**src/rtl/big_alu.sv**
```systemverilog
// -----------------------------------------------------------------------------
// big_alu
//
// Registered signed-magnitude adder/subtractor for the mantissa datapath of an
// IEEE-754 add/sub pipeline. It sits between exponent alignment and the
// normaliser. Operands are unsigned magnitudes with separate sign bits. The
// result magnitude is one bit wider than the operands, so the carry-out of a
// magnitude add is kept in out[DATA_WIDTH].
//
// Ports:
//   clk        clock, all state updates on the rising edge
//   rst        synchronous, active-high reset
//   in_valid   a, b, sign_a, sign_b and symbol are valid this cycle
//   a, b       operand magnitudes, unsigned, DATA_WIDTH bits
//   sign_a     sign of A (1 = negative)
//   sign_b     sign of B (1 = negative)
//   symbol     operation: 0 = A + B, 1 = A - B
//   out        result magnitude, DATA_WIDTH+1 bits, MSB is the carry
//   sign_out   result sign
//   out_valid  out/sign_out hold a new result this cycle (one cycle latency)
// -----------------------------------------------------------------------------
module big_alu #(
    parameter int DATA_WIDTH = 24
) (
    input  logic                  clk,
    input  logic                  rst,
    input  logic                  in_valid,
    input  logic [DATA_WIDTH-1:0] a,
    input  logic [DATA_WIDTH-1:0] b,
    input  logic                  sign_a,
    input  logic                  sign_b,
    input  logic                  symbol,
    output logic [DATA_WIDTH:0]   out,
    output logic                  sign_out,
    output logic                  out_valid
);

    // Operands zero-extended by one bit so the add keeps its carry.
    logic [DATA_WIDTH:0] a_ext;
    logic [DATA_WIDTH:0] b_ext;
    logic                eff_sign_b;
    logic                mag_add;
    logic                a_ge_b;
    logic [DATA_WIDTH:0] res_mag;
    logic                res_sign;

    logic [DATA_WIDTH:0] out_d;
    logic [DATA_WIDTH:0] out_q;
    logic                sign_out_d;
    logic                sign_out_q;
    logic                out_valid_d;
    logic                out_valid_q;

    assign a_ext = {1'b0, a};
    assign b_ext = {1'b0, b};

    // Subtracting B is adding B with its sign flipped.
    assign eff_sign_b = sign_b ^ symbol;
    assign mag_add    = (sign_a == eff_sign_b);
    assign a_ge_b     = (a >= b);

    always_comb begin
        // NOTE: every signal gets a default at the top of the block so no
        // path through the ifs can leave it unassigned and infer a latch.
        res_mag  = '0;
        res_sign = 1'b0;
        if (mag_add) begin
            res_mag  = a_ext + b_ext;
            res_sign = sign_a;
        end else if (a_ge_b) begin
            res_mag  = a_ext - b_ext;
            res_sign = sign_a;
        end else begin
            res_mag  = b_ext - a_ext;
            res_sign = eff_sign_b;
        end
        // A zero magnitude is always reported as +0, never -0.
        if (res_mag == '0) begin
            res_sign = 1'b0;
        end
    end

    // Result registers load only on an accepted operation and hold otherwise.
    always_comb begin
        out_d       = out_q;
        sign_out_d  = sign_out_q;
        out_valid_d = in_valid;
        if (in_valid) begin
            out_d      = res_mag;
            sign_out_d = res_sign;
        end
    end

    // Reset wins over in_valid, so an operation presented during rst is dropped.
    always_ff @(posedge clk) begin
        // NOTE: sequential state uses non-blocking assignments so every flop
        // samples the pre-edge values, independent of statement order.
        if (rst) begin
            out_q       <= '0;
            sign_out_q  <= 1'b0;
            out_valid_q <= 1'b0;
        end else begin
            out_q       <= out_d;
            sign_out_q  <= sign_out_d;
            out_valid_q <= out_valid_d;
        end
    end

    assign out       = out_q;
    assign sign_out  = sign_out_q;
    assign out_valid = out_valid_q;

endmodule

```
**config.mk**
```make
export PLATFORM = sky130hd
export DESIGN_NAME = big_alu
export DESIGN_NICKNAME = d
export VERILOG_FILES = /design/src/rtl/big_alu.sv
export SDC_FILE = /design/constraint.sdc
export NUM_CORES = 1
export LEC_CHECK = 0
export ABC_AREA = 1
export CORE_MARGIN = 3
export CORE_UTILIZATION = 35
export DETAILED_ROUTE_END_ITERATION = 16
export GPL_TIMING_DRIVEN = 0
export PLACE_DENSITY = 0.5
export SLEW_MARGIN = 20
export SYNTH_ARGS = -nofsm -noshare
export SYNTH_HDL_FRONTEND = slang
export SYNTH_SLANG_ARGS = --single-unit
```
**constraint.sdc**
```tcl
create_clock -name clk -period 5.2 [get_ports clk]
set_input_delay 1.04 -clock clk [delete_from_list [all_inputs] [get_ports clk]]
set_output_delay 1.04 -clock clk [all_outputs]
set_load 0.01 [all_outputs]
```
==> results_tabular.tex <==
\begin{tabular}{lr}
\hline
Metric & Value \\
\hline
\multicolumn{2}{l}{\textbf{Layout}} \\
\quad Nets@finish & between 1000 and 1500 \\
\quad Final non-filler cell area & $\sim$0.008 mm2 \\
\quad Area delta synth->final & 17.5\% \\
\quad Antenna fix cells & 0 \\
\quad Ratio of cells with drive above 1 in the final layout & 0.0441 \\
\multicolumn{2}{l}{\textbf{GRT}} \\
\quad Wire length of the first global-routing pass & around 40000 um \\
\quad Met2 capacity usage during global routing & 0.423 \\
\quad Largest net degree at the start of global routing & 17 \\
\quad Global-route layer with the greatest usage & met2 \\
\quad Met3 Resource Use GR & 0.0294 \\
\quad Number of global-route vias before repair & 7426 \\
\quad Antenna violations before repair & 0 \\
\quad Total overflow reported by the global router & 0 \\
\quad GR met1 Demand/Resource & 0.327 \\
\quad Overall routing resource usage & 0.247 \\
\multicolumn{2}{l}{\textbf{Floorplan}} \\
\quad Die height & roughly 140 um \\
\quad Area of the core & about 0.019 mm2 \\
\quad Standard-cell rows & 50 \\
\quad Boundary pin count & 81 \\
\quad Overall die area & around 0.021 mm2 \\
\quad Die width & approximately 140 um \\
\quad Initial core utilization & 0.357 \\
\multicolumn{2}{l}{\textbf{STA}} \\
\quad Max-Slew Margin vs Limit & 0.362 \\
\quad Worst clock skew & 0 ns \\
\quad Final TNS setup & 0 ns \\
\quad Hold Worst Slack & 0.476 ns \\
\quad Final worst-path cycle share & 0.814 \\
\quad Highest Clock Rate & between 0.2 and 0.25 GHz \\
\quad Unrepaired setup endpoints after global routing & false \\
\quad Endpoints failing setup & 0 \\
\quad Worst Tran Pin Value & approximately 0.95 ns \\
\quad Pins over their slew limit & 0 \\
\quad Final-report hold violation count & 0 \\
\quad Shortest clock period the worst path allows after layout & roughly 4.2 ns \\
\multicolumn{2}{l}{\textbf{CTS}} \\
\quad CTS max path bufs & 2 \\
\quad Clock transition time at the flip-flop clock pins of the worst setup and hold paths & about 0.070 ns \\
\quad Hold\_buf cts & 0 \\
\quad Clk sink count & 27 \\
\quad Worst-skew pair later-pin latency & approximately 0.27 ns \\
\quad Count of instances resized after the clock tree is built & 0 \\
\quad Clock H-tree levels & 1 \\
\quad Number of CTS-inserted buffers & 3 \\
\quad CTS tree & yes \\
\quad Post-CTS setup buffers & 0 \\
\quad Clk root buf & clkbuf\_16 \\
\multicolumn{2}{l}{\textbf{Synthesis}} \\
\quad Ranking of synthesized cells by instance count & nand2\_1 (471), inv\_1 (245), nor2\_1 (103), nand3\_1 (91), ha\_1 (75) \\
\quad Primary FF master, synth & dfxtp\_1 \\
\quad Number of enable flip-flop cells after synthesis & 0 \\
\quad Net count after synthesis & between 1000 and 1500 \\
\quad Avg Synthesized Cell Area & roughly 5.3 um2 \\
\quad Area of the mapped netlist & approximately 0.0067 mm2 \\
\quad Leading area contributor after synthesis & nand2\_1 \\
\quad Cell count after synthesis & approximately 1300 \\
\quad Share of async-settable or async-resettable flops after synthesis & 0 \\
\quad Synth top area cells & nand2\_1 (26\%), ha\_1 (14\%), inv\_1 (14\%) \\
\quad Post-synth cell types & 39 \\
\quad Sequential cell area fraction in the yosys report & 0.0806 \\
\quad Synth top area share & 0.264 \\
\quad Number of synthesis warnings & 0 \\
\quad Most common cell in the synthesized netlist & nand2\_1 \\
\quad FF+latch count, synth & 27 \\
\multicolumn{2}{l}{\textbf{Route}} \\
\quad Length of the first detailed-routing pass in iterations & 5 \\
\quad Total Wirelength & $\sim$26000 um \\
\quad Number of design-rule violations left by the first detailed-router iteration & between 600 and 700 \\
\quad Average via count per standard cell & 4.94 \\
\quad Detail Route Antenna Nets & 0 \\
\quad DRC errors left & 0 \\
\quad Vias post-DR & $\sim$8000 \\
\quad DR WL/cell & between 15 and 20 um \\
\multicolumn{2}{l}{\textbf{Setup path}} \\
\quad Worst path cell trace & clkdlybuf4s50\_1 > inv\_1 > ha\_1 > buf\_6 > a21oi\_2 > nand2\_1 > nand2\_1 > nand2\_1 > a21oi\_4 > nand3\_4 > buf\_4 > nand2\_1 > nand2\_1 > a21oi\_1 > nand3\_1 > nor2\_1 > nand3\_1 > nand2\_1 > a21oi\_1 \\
\quad Cell repeated most along the worst path & nand2\_1 \\
\quad Slowest stage cell, crit path & clkdlybuf4s50\_1 \\
\quad Required time of the worst setup path & $\sim$5.3 ns \\
\quad Worst Setup End Kind & flop \\
\quad Critical path's largest stage delay & slightly above 0.5 ns \\
\quad Sort of element at the start of the critical path & input pin \\
\quad Arrival time worst endpoint & about 4.4 ns \\
\quad Largest fanout of any net on the critical path & 10 \\
\quad Setup CP Type & input pin to flop \\
\quad Worst r2r path cells & 4 \\
\multicolumn{2}{l}{\textbf{Placed design}} \\
\quad Placed wire-length estimate & 22100 um \\
\quad Placed standard-cell area & between 0.007 and 0.008 mm2 \\
\quad Gpl congestion & approximately 0.95 \\
\quad Port Buffer Count & 80 \\
\multicolumn{2}{l}{\textbf{Run status}} \\
\quad Run status & complete, no violations \\
\multicolumn{2}{l}{\textbf{Power and ir drop}} \\
\quad Maximum resistive drop on vdd & roughly 0.00011 V \\
\quad Power density over cell area & approximately 170 mW/mm2 \\
\quad Static leakage & roughly 4.6 nW \\
\quad Final total power & 0.00138 W \\
\multicolumn{2}{l}{\textbf{Min path}} \\
\quad Class of the most critical hold timing path & flop to flop \\
\quad Worst Hold Depth & 2 \\
\multicolumn{2}{l}{\textbf{Run}} \\
\quad Number of maximum-capacitance constraint violations & 0 \\
\hline
\end{tabular}
==> registers in the layout (all words and copies together), names as in the netlist <==
register	cells
out	25
out_valid	1
sign_out	1
==> path summary, 6_finish.rpt <==
kind | startpoint | endpoint | slack (ns)
hold reg to reg | sign_out | sign_out | 0.48
setup / recovery | a[20] | sign_out | 0.97
setup reg to reg | out[12] | out[12] | 4.50
hold / removal | sign_out | sign_out | 0.48
==> placed cells by master, fill, tap and decap left out, types with 4 or more instances in the layout <==
cell,synthesis,routed
nor2_2,9,9
clkbuf_1,6,6
nor2_1,103,103
o211ai_1,13,13
clkdlybuf4s50_1,0,80
buf_4,17,17
nand4_1,25,25
a21oi_1,73,73
o21ai_0,41,41
buf_1,4,4
o21bai_1,9,9
nand2_2,8,8
buf_6,6,6
dfxtp_1,27,27
ha_1,75,75
xor2_1,19,19
nand2_1,471,471
nand3_1,91,91
inv_1,245,245
==> layer usage <==
| metal | wire, um | part of all wire | vias to the layer above |
|---|---|---|---|
| met5 | 0 | 0 | - |
| met3 | 1510 | 0.058 | 44 |
| met2 | 11900 | 0.46 | 237 |
| met1 | 11900 | 0.46 | 3504 |
| met4 | 652 | 0.025 | 0 |
| li1 | - | - | 4087 |
==> worst max-delay path: cells and delay by family <==
kind            cells  cell delay, ns
compound gates      4            0.98
fa+ha+maj           1            0.31
simple gates       10            1.04
buf+inv             4            0.98
==> power breakdown <==
part           leakage, nW  switching (W)  internal [W]  total (W)
Sequential           0.224      0.0000113      0.000229   0.000240
Combinational         4.30       0.000626      0.000329   0.000955
Clock               0.0371      0.0000766      0.000105   0.000181
==> per-stage QoR <==
| stage | util | cells | setup WS, ns |
|---|---|---|---|
| 4_1_cts | 0.420 | 1595 | 1.01 |
| 5_1_grt | 0.420 | 1595 | 0.765 |
| 3_5_place_dp | 0.416 | 1591 | 0.745 |
| 3_3_place_gp | 0.416 | 1591 | 0.697 |
| 6_report | 0.420 | 1595 | 0.969 |
| 2_1_floorplan | - | 1277 | 2.14 |
==> cell type report <==
| class | instances | area, um2 |
|---|---|---|
| fillers | 2179 | 10900 |
| multi-input cells | 964 | 4980 |
| inverters | 250 | 938 |
| repair buffers | 80 | 801 |
| flip-flops and latches | 27 | 541 |
| well taps | 234 | 293 |
| plain buffers | 36 | 248 |
| clock buffers | 3 | 75.1 |
| clock inverters | 1 | 7.51 |
==> cells by family after synthesis <==
| family | count (synthesis) | synth area share |
|---|---|---|
| AO/OA/AOI/OAI | 147 | 0.123 |
| XOR/XNOR | 21 | 0.0274 |
| buffers and inverters | 286 | 0.177 |
| adder cells (fa/ha/maj) | 78 | 0.149 |
| flip-flops | 27 | 0.0806 |
| AND/OR/NAND/NOR | 718 | 0.444 |
(Power assumes the default switching activity.)
